**src/rtl/tmds_dec.sv**
```systemverilog
// TMDS receive decoder for one lane: control-token word alignment via bitslip, then de/ctrl/data recovery.
// Latency: tmds_i to de_o/ctrl_o/data_o is 2 cycles; locked_o rises together with the first gated output.
// Backpressure: none; one symbol accepted every cycle, bitslip_o asks the deserializer to shift 1 bit.
module tmds_dec #(
  parameter int SEARCH_WINDOW = 4096,
  parameter int CTRL_RUN      = 8,
  parameter int SLIP_WAIT     = 4,
  parameter int MISS_LIMIT    = 2
) (
  input  logic       clk_i,
  input  logic       rst_n_i,
  input  logic [9:0] tmds_i,
  output logic       bitslip_o,
  output logic       locked_o,
  output logic       de_o,
  output logic [1:0] ctrl_o,
  output logic [7:0] data_o
);

  // Run counter must be able to hold CTRL_RUN itself while saturated.
  localparam int WIN_W  = (SEARCH_WINDOW > 1) ? $clog2(SEARCH_WINDOW) : 1;
  localparam int RUN_W  = $clog2(CTRL_RUN + 1);
  localparam int WAIT_W = (SLIP_WAIT > 1) ? $clog2(SLIP_WAIT) : 1;
  localparam int MISS_W = $clog2(MISS_LIMIT + 1);

  localparam logic [WIN_W-1:0]  WIN_LAST  = WIN_W'(SEARCH_WINDOW - 1);
  localparam logic [RUN_W-1:0]  RUN_LAST  = RUN_W'(CTRL_RUN - 1);
  localparam logic [RUN_W-1:0]  RUN_FULL  = RUN_W'(CTRL_RUN);
  localparam logic [WAIT_W-1:0] WAIT_LAST = WAIT_W'(SLIP_WAIT - 1);
  localparam logic [MISS_W-1:0] MISS_LAST = MISS_W'(MISS_LIMIT - 1);

  typedef enum logic [1:0] {S_SEARCH, S_SLIP, S_WAIT, S_LOCKED} state_t;

  state_t              state;
  state_t              state_nxt;
  logic [WIN_W-1:0]    win_cnt;
  logic [RUN_W-1:0]    run_cnt;
  logic [WAIT_W-1:0]   wait_cnt;
  logic [MISS_W-1:0]   miss_cnt;

  logic                in_is_ctrl;
  logic [1:0]          in_ctrl;
  logic [9:0]          s1_sym;
  logic                s1_is_ctrl;
  logic [1:0]          s1_ctrl;
  logic [7:0]          s1_dec;
  logic [7:0]          s1_d;
  logic                qual;
  logic                win_exp;

  // Classify the incoming word against the four DVI control tokens.
  always_comb begin
    in_is_ctrl = 1'b1;
    in_ctrl    = 2'b00;
    case (tmds_i)
      10'h354: in_ctrl = 2'b00;
      10'h0AB: in_ctrl = 2'b01;
      10'h154: in_ctrl = 2'b10;
      10'h2AB: in_ctrl = 2'b11;
      default: in_is_ctrl = 1'b0;
    endcase
  end

  // Stage 1: register the raw symbol and its classification.
  always_ff @(posedge clk_i) begin
    if (!rst_n_i) begin
      s1_sym     <= '0;
      s1_is_ctrl <= 1'b0;
      s1_ctrl    <= 2'b00;
    end else begin
      s1_sym     <= tmds_i;
      s1_is_ctrl <= in_is_ctrl;
      s1_ctrl    <= in_ctrl;
    end
  end

  // Undo the optional inversion, then the XOR/XNOR transition chain.
  always_comb begin
    s1_d      = s1_sym[9] ? ~s1_sym[7:0] : s1_sym[7:0];
    s1_dec    = '0;
    s1_dec[0] = s1_d[0];
    for (int i = 1; i < 8; i++) begin
      s1_dec[i] = s1_sym[8] ? (s1_d[i] ^ s1_d[i-1]) : ~(s1_d[i] ^ s1_d[i-1]);
    end
  end

  // A run qualifies once, on the token that brings the count to CTRL_RUN.
  always_comb begin
    qual    = s1_is_ctrl && (run_cnt == RUN_LAST) && (state != S_WAIT);
    win_exp = (win_cnt == WIN_LAST);
  end

  // Next-state decision; a qualified run always beats a window expiry.
  always_comb begin
    state_nxt = state;
    case (state)
      S_SEARCH: begin
        if (qual)         state_nxt = S_LOCKED;
        else if (win_exp) state_nxt = S_SLIP;
      end
      S_SLIP:   state_nxt = S_WAIT;
      S_WAIT: begin
        if (wait_cnt == WAIT_LAST) state_nxt = S_SEARCH;
      end
      S_LOCKED: begin
        if (!qual && win_exp && (miss_cnt == MISS_LAST)) state_nxt = S_SLIP;
      end
      default:  state_nxt = S_SEARCH;
    endcase
  end

  // Alignment FSM with its counters and registered status outputs.
  always_ff @(posedge clk_i) begin
    if (!rst_n_i) begin
      state     <= S_SEARCH;
      win_cnt   <= '0;
      run_cnt   <= '0;
      wait_cnt  <= '0;
      miss_cnt  <= '0;
      bitslip_o <= 1'b0;
      locked_o  <= 1'b0;
    end else begin
      state     <= state_nxt;
      bitslip_o <= (state_nxt == S_SLIP);
      locked_o  <= (state_nxt == S_LOCKED);

      if (state == S_WAIT || !s1_is_ctrl) run_cnt <= '0;
      else if (run_cnt != RUN_FULL)      run_cnt <= run_cnt + 1'b1;

      case (state)
        S_SEARCH, S_LOCKED: begin
          if (qual || win_exp) win_cnt <= '0;
          else                 win_cnt <= win_cnt + 1'b1;
        end
        default: win_cnt <= '0;
      endcase

      if (state == S_LOCKED) begin
        if (qual)         miss_cnt <= '0;
        else if (win_exp) miss_cnt <= miss_cnt + 1'b1;
      end else begin
        miss_cnt <= '0;
      end

      if (state == S_WAIT && wait_cnt != WAIT_LAST) wait_cnt <= wait_cnt + 1'b1;
      else                                          wait_cnt <= '0;
    end
  end

  // Stage 2: decoded outputs, gated by the lock state that takes effect on this edge.
  always_ff @(posedge clk_i) begin
    if (!rst_n_i) begin
      de_o   <= 1'b0;
      ctrl_o <= 2'b00;
      data_o <= 8'h00;
    end else if (state_nxt == S_LOCKED) begin
      de_o   <= !s1_is_ctrl;
      ctrl_o <= s1_is_ctrl ? s1_ctrl : 2'b00;
      data_o <= s1_is_ctrl ? 8'h00 : s1_dec;
    end else begin
      de_o   <= 1'b0;
      ctrl_o <= 2'b00;
      data_o <= 8'h00;
    end
  end

endmodule

```
**config.mk**
```make
export PLATFORM = sky130hd
export DESIGN_NAME = tmds_dec
export DESIGN_NICKNAME = d
export VERILOG_FILES = /design/src/rtl/tmds_dec.sv
export SDC_FILE = /design/constraint.sdc
export NUM_CORES = 1
export LEC_CHECK = 0
export ABC_AREA = 1
export BUFFER_PORTS_ARGS = -buffer_cell sky130_fd_sc_hd__buf_2
export CAP_MARGIN = 15
export CORE_MARGIN = 2
export CORE_UTILIZATION = 41
export CTS_BUF_LIST = sky130_fd_sc_hd__clkbuf_4 sky130_fd_sc_hd__clkbuf_8 sky130_fd_sc_hd__clkbuf_16
export DETAILED_ROUTE_END_ITERATION = 7
export SETUP_SLACK_MARGIN = 0.1
export SLEW_MARGIN = 10
export SYNTH_ARGS = -nofsm -noshare
export SYNTH_HDL_FRONTEND = slang
export SYNTH_SLANG_ARGS = --single-unit
```
**constraint.sdc**
```tcl
create_clock -name clk_i -period 2.2 [get_ports clk_i]
set_clock_uncertainty 0.15 [all_clocks]
set_input_delay 0.44 -clock clk_i [delete_from_list [all_inputs] [get_ports clk_i]]
set_output_delay 0.44 -clock clk_i [all_outputs]
set_load 0.05 [all_outputs]
```
After elaboration in Yosys (flattened, before gate mapping)
Index checks and enable logic that the tools add are counted.

storage, ports and cells
  register bits after elaboration = 48
  input bits = 12
  output and inout port bits = 13
  logic and storage cells = 86

cells by class
  add/subtract/negate cells = 4
  equal/unequal tests = 16
  multiplexer cells = 15
  bitwise gates (word level) = 19
  reductions and logical operators = 19

operators with widths
  cell                                            count
  == test 10 bit, second input constant           2
  adder 12 x 1 -> 12 bit, second input constant   1
  == test 12 bit, second input constant           1
  NOT 1 bit                                       11
  == test 10 x 8 -> 1 bit, second input constant  1
  == test 10 x 9 -> 1 bit, second input constant  1
  OR reduction 3 bit                              3
  == test 2 bit, second input constant            4
  two-way mux 1 bit                               8
  two-way mux 2 bit                               4
  two-way mux 8 bit                               1
  NOT 8 bit                                       1
  one-hot mux 2 bit (4 select lines)              1
  bitwise XOR 1 bit                               7
  == test 2 x 1 -> 1 bit, second input constant   3
  one-hot mux 2 bit (3 select lines)              1
  logical AND 1 bit                               5
  adder 2 x 1 -> 2 bit, second input constant     2
  adder 4 x 1 -> 4 bit, second input constant     1
  == test 4 x 3 -> 1 bit, second input constant   1
  inequality test 2 bit, second input constant    2
  inequality test 4 bit, second input constant    1
  AND reduction 2 bit                             2
  OR reduction 2 bit                              2
  5 further kinds                                 7

Logic depth before layout (Yosys ltp)
Gate-level depths: netlist (run 1).

  depth in word-level cells = 11
  depth in mapped cells = 11
  mapped depth without buffers = 10

Worst setup path after synthesis (run 1)
No wires, ideal clock.

  kind = flip-flop to flip-flop
  start = register state[0]
  end = register data_o[0]
  library setup time = 67 ps
  arrival time = 1483 ps
  data required time = 1983 ps
  setup slack = 500 ps
  cell stages (with the launch flop) = 9
  clock period less this slack = 1700 ps
  cell sequence = dfxtp_1 > inv_1 > ha_1 > nor2_1 > nand3_1 > nand2_1 > o21bai_1 > nand4_4 > nor2_1

between the ends
  word-level cells in the longest chain between the ends = 10
  elaborated cells on any way between the ends = 17

RTL lines
  element                               line  text
  from (decl)                           34    state_t state;
  from (signal assigned)                123   state <= state_nxt;
  inequality test 2 bit                 89    qual = s1_is_ctrl && (run_cnt == RUN_LAST) && (state != S_WAIT);
  logical AND 1 bit                     89
  zero test 1 bit                       106   if (!qual && win_exp && (miss_cnt == MISS_LAST)) state_nxt = S_SLIP;
  logical AND 1 bit (2 in series)       106
  two-way mux 2 bit                     106
  one-hot mux 2 bit (4 select lines) *  96    case (state)
  == test 2 bit *                       156   end else if (state_nxt == S_LOCKED) begin
  NOT 1 bit (no line) *                 -
  OR reduction 3 bit (no line) *        -
  to (signal assigned)                  159   data_o <= s1_is_ctrl ? 8'h00 : s1_dec;
  to (decl)                             17    output logic [7:0] data_o

Every way passes the cells marked *; elsewhere a longest branch is shown, timed or not.
A chain may end at the register's enable or synchronous reset.

Worst setup path in the final report (run 1)
  start = register win_cnt[0]
  end = register data_o[3]

between the ends
  word-level cells in the longest chain between the ends = 8
  elaborated cells on any way between the ends = 10

RTL lines
  element                               line  text
  from (decl)                           36    logic [WIN_W-1:0] win_cnt;
  from (signal assigned)                133   else win_cnt <= win_cnt + 1'b1;
  == test 12 bit *                      90    win_exp = (win_cnt == WIN_LAST);
  logical AND 1 bit (2 in series)       106
  two-way mux 2 bit                     106
  one-hot mux 2 bit (4 select lines) *  96
  == test 2 bit *                       156
  NOT 1 bit (no line) *                 -
  OR reduction 3 bit (no line) *        -

Marks and branches as above.

==> flow_summary.json, run 1 <==
{
  "wirelength_um": 3115,
  "async_reset_ff_share_pct": 0,
  "vias": 1415,
  "synthToLayoutAreaGrowth_pct": 16.03,
  "drv_slew": 0,
  "p_int_w": 0.001386,
  "synthesis.nets": 249,
  "clock_latency_ps": 300,
  "slowest_delay_ps": 360,
  "yosys-top-cells-area": "dfxtp_1, inv_1, ha_1",
  "cp.buffers_inverters": 0,
  "r2r_cells": 10,
  "cts.htree.levels": 2,
  "p_seq_share_pct": 47.3,
  "synth_edf_count": 0,
  "worst_pin_slew_ps": 347.1,
  "core_sq_mm": 0.004661,
  "syn-mean-instance-area_sq_um": 8.599,
  "peakVddDrop_mv": 0.3578,
  "critPathSlowestCell": "dfxtp_1",
  "ys_seq_elements": 48,
  "rsz0062_at_grt": "no",
  "first_pass_iters": 4,
  "yosysTopAreaCell": "dfxtp_1",
  "initial_core_util_pct": 41.88,
  "grt_max_degree": 16,
  "setup_viol": 0,
  "layout-drive-gt1-share_pct": 18.01,
  "final_cells": 315,
  "grt_first_pass_wirelength_um": 5271,
  "period_share_pct": 86.14,
  "pin_count": 25,
  "hold_viol": 0,
  "power_leakage_nw": 1.078,
  "path_cells": "ha_1 > nand2_1 > nor2_2 > nand2_2 > nor2_4 > nand3_1 > nand3_1 > nand3_2 > nand4_2 > nor2_1",
  "path_class": "flop to flop",
  "postCtsSetupBuffers": 0,
  "netlist.area_leader.share_pct": 49.23,
  "crit_top_cell": "nand3_1",
  "overflow": 0,
  "p_per_area_mw_per_mm2": 930.3,
  "viasPerCell": 4.492,
  "hold_path_depth": 2,
  "cts_buffer_depth": 2,
  "fin_setup_tns_ps": 0,
  "routabilityCongestion": 0.7991,
  "comb_power_share_pct": 26.9,
  "cts.sinks": 48,
  "holdBufCountCts": 0,
  "clkTransAtPathRegs_ps": 90,
  "clock_power_share_pct": 25.8,
  "synthFlopType": "dfxtp_1",
  "die_area_sq_mm": 0.005328,
  "max_slew_margin_pct": 76.73,
  "rows": 25,
  "io_buffers": 24,
  "ys_types": 28,
  "cts_resized": 0,
  "critPathCaptureType": "flop",
  "grt_usage_pct": 12.88,
  "wl_per_cell_um": 9.889,
  "netlist_area_sq_mm": 0.001952,
  "synth_warnings": 0,
  "drv_cap": 0,
  "seq_area_frac_synth_pct": 49.23,
  "worstPathRequired_ps": 2250,
  "max_clock_freq_ghz": 0.5277,
  "startpoint_type": "flop",
  "die_w_um": 73.00,
  "fin_area_sq_mm": 0.002265,
  "whs_ps": 185.0,
  "hp-class": "input port to flop",
  "drc": 0,
  "place_hpwl_um": 2330,
  "cts_root_buffer": "clkbuf_8",
  "die_y_um": 73.00,
  "nFillCells": 456,
  "syn_inst": 227,
  "period_needed_ps": 1895,
  "critPathMaxFanout": 6,
  "post-route-util_pct": 48.59,
  "switchingPower_w": 0.0007208,
  "synth_most_common_cell": "dfxtp_1",
  "cts_tree": "yes",
  "grt_pass1_vias": 1268,
  "cp_data_arrival_time_ps": 1940,
  "place_inst": 306,
  "final_nets": 282,
  "synth_common_cells": "dfxtp_1, inv_1, nor2_1",
  "sw_frac_of_total_pct": 34.21,
  "crit_family": "simple AND/OR/NAND/NOR gates",
  "ant_nets": 0,
  "dpl_cell_area_sq_mm": 0.002151,
  "diodes": 0,
  "outcome": "completed",
  "grt_antenna_before_repair": 0,
  "critical_path_depth": 10,
  "dr.first_iter.drc_count": 65,
  "numCtsBuffers": 5
}
## final timing paths
path               startpoint           to  slack, ps
hold reg to reg   wait_cnt[0]  wait_cnt[0]        270
hold / removal      tmds_i[9]   s1_ctrl[1]        190
setup reg to reg   win_cnt[0]    data_o[3]        310
setup / recovery   win_cnt[0]    data_o[3]        310
## worst register-to-register path: stages (launching register included)
cell and delay [ps]:
dfxtp_1 360, ha_1 180, nand2_1 80, nor2_2 160, nand2_2 120, nor2_4 170
nand3_1 100, nand3_1 90, nand3_2 160, nand4_2 190, nor2_1 50
## state kept, by name, indices dropped and copies added, names as in the netlist
name	count
locked_o	1
win_cnt	12
s1_is_ctrl	1
de_o	1
miss_cnt	2
bitslip_o	1
wait_cnt	2
s1_ctrl	2
data_o	8
s1_sym	10
ctrl_o	2
state	2
run_cnt	4
## per-stage QoR
stage,setup WS (ps),power [W]
4_1_cts,194.2,0.002105
3_5_place_dp,231.5,0.001557
2_1_floorplan,500.4,0.001437
6_report,305.0,0.002107
5_1_grt,109.4,0.002243
3_3_place_gp,251.5,0.001554
## power by group through the flow
stage / combinational, W / sequential, W / clock, W
floorplan: 0.000320 / 0.00112 / 0
global placement: 0.000538 / 0.00102 / 0
detailed placement: 0.000539 / 0.00102 / 0
CTS: 0.000542 / 0.000997 / 0.000566
global route: 0.000639 / 0.00101 / 0.000597
finish: 0.000568 / 0.000996 / 0.000543
## per-layer routing
layer | vias to the layer above | track usage [%] | share of wire, %
li1 | 772 | - | -
met1 | 616 | 16.78 | 52
met2 | 23 | 19.42 | 43
met3 | 4 | 4.282 | 4.3
met4 | 0 | 5.556 | 0.80
met5 | - | 0 | 0
## cell usage in the layout (no fill, tap or decap)
master	n
nor3_2	2
clkinv_2	1
nand2_1	24
xor2_1	13
a31oi_1	1
or2_0	1
nor2_1	32
nand4_2	1
nand4_4	1
inv_6	1
xnor2_1	3
clkbuf_8	6
nand4_1	3
nor2_4	1
o21ai_0	5
inv_1	42
o21bai_2	1
nor2_8	1
o21a_1	2
nor3b_1	2
nor3_1	6
nand2_2	1
buf_4	3
a21oi_1	10
buf_2	24
nor2_2	1
nand3_1	10
a31o_2	1
dfxtp_1	47
nor4_1	3
ha_1	10
nand3_2	1
dfxtp_2	1
## layout make-up
class	instances	area (sq um)	share of cell area (%)
clock buffers	6	82.58	3.646
clock inverters	2	13.76	0.6077
inverters	42	157.7	6.961
multi-input cells	136	838.3	37.02
flip-flops and latches	48	962.2	42.49
well taps	54	67.56	2.983
repair buffers	27	142.6	6.298
## cells by family (layout without fill, tap and decap cells)
| logic type | Yosys count | after routing | share of synthesized area (%) |
|---|---|---|---|
| compound gates | 20 | 20 | 5.769 |
| xor+xnor | 16 | 16 | 7.180 |
| fa+ha+maj | 10 | 10 | 6.410 |
| buf+inv | 44 | 77 | 8.654 |
| flops | 48 | 48 | 49.23 |
| simple gates | 89 | 90 | 22.76 |
Note: power is estimated with default switching activity, not from simulation.
==> run 2, diff against run 1 <==
CAP_MARGIN = 10   (was 15)
CORE_MARGIN = unset   (was 2)
==> flow_summary.json, run 2 (synthesized netlist as in run 1, its figures left out) <==
{
  "outcome": "complete, but fails checks",
  "violations": "DRC",
  "use_met3_pct": 5.556,
  "grt_util_met2_pct": 20.51,
  "die_w_um": 71.00,
  "max_clock_freq_ghz": 0.5228,
  "place_hpwl_um": 2336,
  "drv_cap": 0,
  "met1_usage_pct": 19.54,
  "first_pass_iters": 6,
  "fin_setup_tns_ps": 0,
  "holdPathEnd": "s1_ctrl[1]",
  "r2r_slack_ps": 290,
  "ant_nets": 0,
  "peakVddDrop_mv": 0.3725,
  "numCtsBuffers": 5,
  "reg.largest.list": "win_cnt (12), s1_sym (10), data_o (8)",
  "holdBufCountCts": 0,
  "r2r-start": "state[0]",
  "clkTransAtPathRegs_ps": 90,
  "startpoint_type": "flop",
  "place_inst": 304,
  "period_share_pct": 86.94,
  "final_cell_mix": "dfxtp_1, inv_1, nor2_1",
  "largest_register_ffs": 12,
  "fin_ws_ps": 287.3,
  "die_area_sq_mm": 0.005040,
  "period_needed_ps": 1913,
  "dr.first_iter.drc_count": 93,
  "die_y_um": 71.00,
  "cp_data_arrival_time_ps": 2010,
  "grt_antenna_before_repair": 0,
  "io_buffers": 24,
  "wirelength_um": 3199,
  "drc": 3,
  "cts.htree.levels": 2,
  "top_register": "win_cnt",
  "reg2reg_to": "data_o[5]",
  "critPathCaptureType": "flop",
  "pin_count": 25,
  "grt_first_pass_wirelength_um": 5609,
  "top_usage_layer": "met2",
  "rsz0062_at_grt": "no",
  "layout-drive-gt1-share_pct": 17.62,
  "pre_cts_ws_ps": 217.6,
  "hp-class": "input port to flop",
  "setup_viol": 0,
  "critPathMaxFanout": 5,
  "synthToLayoutAreaGrowth_pct": 16.80,
  "power_leakage_nw": 1.081,
  "p_per_area_mw_per_mm2": 969.1,
  "worstPathRequired_ps": 2300,
  "post-route-util_pct": 50.95,
  "routabilityCongestion": 0.8078,
  "vias": 1395,
  "rows": 24,
  "clock_latency_ps": 300,
  "cts.sinks": 48,
  "cts_buffer_depth": 2,
  "hold_start": "tmds_i[9]",
  "cts_tree": "yes",
  "cts_resized": 0,
  "diodes": 0,
  "postCtsSetupBuffers": 0,
  "wl_per_cell_um": 10.22,
  "final_common_cell": "dfxtp_1",
  "max_slew_margin_pct": 74.78,
  "final_cells": 313,
  "r2r_cells": 8,
  "worst_pin_slew_ps": 374.9,
  "drv_slew": 0,
  "initial_core_util_pct": 43.62,
  "nFillCells": 428,
  "final_nets": 282,
  "grt_pass1_vias": 1305,
  "core_sq_mm": 0.004474,
  "path_class": "flop to flop",
  "cts_root_buffer": "clkbuf_8",
  "hold_viol": 0,
  "overflow": 0,
  "hold_path_depth": 2,
  "grt_max_degree": 17,
  "grt_usage_pct": 14.33,
  "viasPerCell": 4.457
}
==> run 2: metrics by stage <==
stage               hold slack, ps  power (W)  area (sq um)
CTS                          174.3   0.002202          2263
finish                       191.4   0.002209          2280
detailed placement           261.7   0.001553          2148
global route                 184.8   0.002352          2280
floorplan                    243.6   0.001437          1952
global placement             262.6   0.001553          2148
==> run 2: power breakdown <==
| part | internal (W) | total, W | switching [W] |
|---|---|---|---|
| Clock | 0.000342 | 0.000641 | 0.000299 |
| Sequential | 0.000946 | 0.000993 | 0.0000470 |
| Combinational | 0.000181 | 0.000575 | 0.000394 |
| Total | 0.00147 | 0.00221 | 0.000740 |
==> run 2: metal layers <==
layer	vias to the layer above	wire [um]	part of all wire, %
met5	-	0	0
li1	774	-	-
met2	20	1290	40
met3	6	152	4.8
met1	595	1710	53
met4	0	46	1.4
==> run 2: area by class of cell <==
class,count,area [sq um],share of cell area (%)
inverter,42,157.7,6.915
clock inverter,3,46.29,2.031
clock buffer,5,68.82,3.019
tap,52,65.06,2.854
sequential,48,960.9,42.15
multi-input combinational,136,838.3,36.77
timing repair buffer,27,142.6,6.257
==> run 2: worst max-delay path, cell delays in order (launching register included) <==
cell	delay, ps
dfxtp_1	440
inv_1	100
ha_1	250
nor2_1	110
nand3_1	150
nand2_1	140
o21bai_2	210
nand4_4	180
nor2_1	120
==> run 2: worst max-delay path by stage <==
| stage | startpoint | endpoint | slack [ps] |
|---|---|---|---|
| final | state[0] | data_o[5] | 290 |
| after global routing | win_cnt[0] | data_o[7] | 100 |
| after detailed placement | state[0] | data_o[5] | 220 |
| after floorplan | state[0] | data_o[0] | 500 |
| after CTS | state[0] | data_o[5] | 190 |
| after global placement | state[0] | data_o[2] | 240 |
==> run 3, diff against run 2 <==
clock period = 1.8 ns   (was 2.2 ns; I/O delays follow)
==> flow_summary.json, run 3 (synthesized netlist as in run 1, its figures left out) <==
{
  "reg.largest.list": "win_cnt (12), s1_sym (10), data_o (8)",
  "first_pass_iters": 6,
  "diodes": 0,
  "p_int_w": 0.002066,
  "cts_tree": "yes",
  "startpoint_type": "flop",
  "hold_viol": 0,
  "final_nets": 299,
  "cts.htree.levels": 2,
  "layout-drive-gt1-share_pct": 32.85,
  "met1_usage_pct": 21.10,
  "comb_power_share_pct": 30.4,
  "die_w_um": 71.00,
  "period_needed_ps": 1659,
  "grt_max_degree": 15,
  "grt_first_pass_wirelength_um": 6175,
  "setup_viol": 0,
  "rsz0062_at_grt": "yes",
  "drv_slew": 0,
  "p_seq_share_pct": 40.7,
  "drc": 0,
  "dpl_cell_area_sq_mm": 0.002201,
  "clock_power_share_pct": 28.9,
  "grt_util_met2_pct": 23.29,
  "top_register": "win_cnt",
  "routabilityCongestion": 0.8408,
  "top_usage_layer": "met2",
  "cts.sinks": 48,
  "critPathCaptureType": "flop",
  "core_sq_mm": 0.004474,
  "die_y_um": 71.00,
  "cts_root_buffer": "clkbuf_8",
  "sw_frac_of_total_pct": 31.99,
  "numCtsBuffers": 5,
  "clock_latency_ps": 290,
  "clkTransAtPathRegs_ps": 90,
  "worstPathRequired_ps": 1880,
  "power_leakage_nw": 1.230,
  "pin_count": 25,
  "wirelength_um": 3526,
  "initial_core_util_pct": 43.62,
  "drv_cap": 0,
  "regArea_sq_um": 972.2,
  "worst_pin_slew_ps": 381.3,
  "synthToLayoutAreaGrowth_pct": 32.37,
  "place_hpwl_um": 2442,
  "grt_pass1_vias": 1438,
  "cts_buffer_depth": 2,
  "critPathMaxFanout": 3,
  "io_buffers": 24,
  "final_cell_mix": "dfxtp_1, inv_1, nor2_1",
  "grt_usage_pct": 15.20,
  "viasPerCell": 4.535,
  "largest_register_ffs": 12,
  "path_class": "flop to flop",
  "grt_antenna_before_repair": 0,
  "p_per_area_mw_per_mm2": 1176,
  "ant_nets": 0,
  "dr.first_iter.drc_count": 67,
  "die_area_sq_mm": 0.005040,
  "rows": 24,
  "hp-class": "input port to flop",
  "overflow": 0,
  "fin_area_sq_mm": 0.002584,
  "period_share_pct": 92.15,
  "place_inst": 311,
  "final_common_cell": "dfxtp_1",
  "use_met3_pct": 4.131,
  "max_clock_freq_ghz": 0.6029,
  "peakVddDrop_mv": 0.6335,
  "wl_per_cell_um": 10.72,
  "cp_data_arrival_time_ps": 1740,
  "final_cells": 329,
  "outcome": "completed",
  "multi_input_area_sq_um": 985.9,
  "nFillCells": 396,
  "vias": 1492,
  "max_slew_margin_pct": 74.41,
  "switchingPower_w": 0.0009717
}
run 3: cell count changes in the layout (fill, tap and decap cells not counted), sizes merged:
cell      before  now
clkinvlp       1    0
bufinv         1    2
inv           43   42
buf           27   44
run 3: repair_timing:
item / 4_1_cts / 5_1_grt
endpoints found under the hold margin: 0 / 0
buffers inserted: 6 / 4
resized for setup: 20 / 25
hold buffers: 0 / 0
endpoints found under the setup margin: 26 / 23
pin swaps: 5 / 22
gates cloned: 1 / 0
run 3: power groups by stage:
stage | combinational, W | sequential [W] | clock [W]
2_1_floorplan | 0.000391 | 0.00136 | 0
3_3_place_gp | 0.000709 | 0.00123 | 0
3_5_place_dp | 0.000712 | 0.00123 | 0
4_1_cts | 0.000864 | 0.00122 | 0.000906
5_1_grt | 0.00101 | 0.00125 | 0.000952
6_report | 0.000922 | 0.00124 | 0.000879
run 3: worst paths after layout:
check / start / slack (ps) / cells past startpoint / end
hold reg to reg: wait_cnt[0] / 270 / 1 / wait_cnt[0]
setup reg to reg: win_cnt[0] / 140 / 9 / win_cnt[11]
hold / removal: tmds_i[3] / 110 / 3 / s1_sym[3]
setup / recovery: win_cnt[0] / 140 / 9 / win_cnt[11]
run 3: layer usage:
metal  share of wire (%)  vias up  routed length (um)
li1                    -      808                   -
met1                  52      658                1833
met2                  44       22                1558
met3                 3.0        4                 106
met4                0.79        0                  28
met5                   0        -                   0
run 3: cell type report:
type,instances,area share [%]
clock buffer,5,2.663
inverter,42,6.102
timing repair buffer,44,10.61
tap,52,2.518
multi-input combinational,136,38.16
sequential,48,37.63
clock inverter,2,2.324
run 3: critical path, stage by stage, from the launching register on:
cell,delay [ps]
dfxtp_2,360
buf_6,110
nand3_4,80
nor2_4,120
nand2_2,90
nor3_4,210
inv_2,80
nor3_4,170
nand2_1,80
a21oi_1,150
run 3: per-stage QoR:
| step | setup WS [ps] | util (%) | hold WS [ps] | TNS [ps] | power (W) |
|---|---|---|---|---|---|
| 2_1_floorplan | 100.4 | - | 243.6 | 0 | 0.001756 |
| 4_1_cts | 89.26 | 55.37 | 105.6 | 0 | 0.002988 |
| 3_3_place_gp | 9.392 | 49.19 | 264.5 | 0 | 0.001937 |
| 5_1_grt | -8.228 | 57.75 | 110.9 | -8.228 | 0.003206 |
| 3_5_place_dp | 6.844 | 49.19 | 263.4 | 0 | 0.001939 |
| 6_report | 141.4 | 57.75 | 111.4 | 0 | 0.003038 |
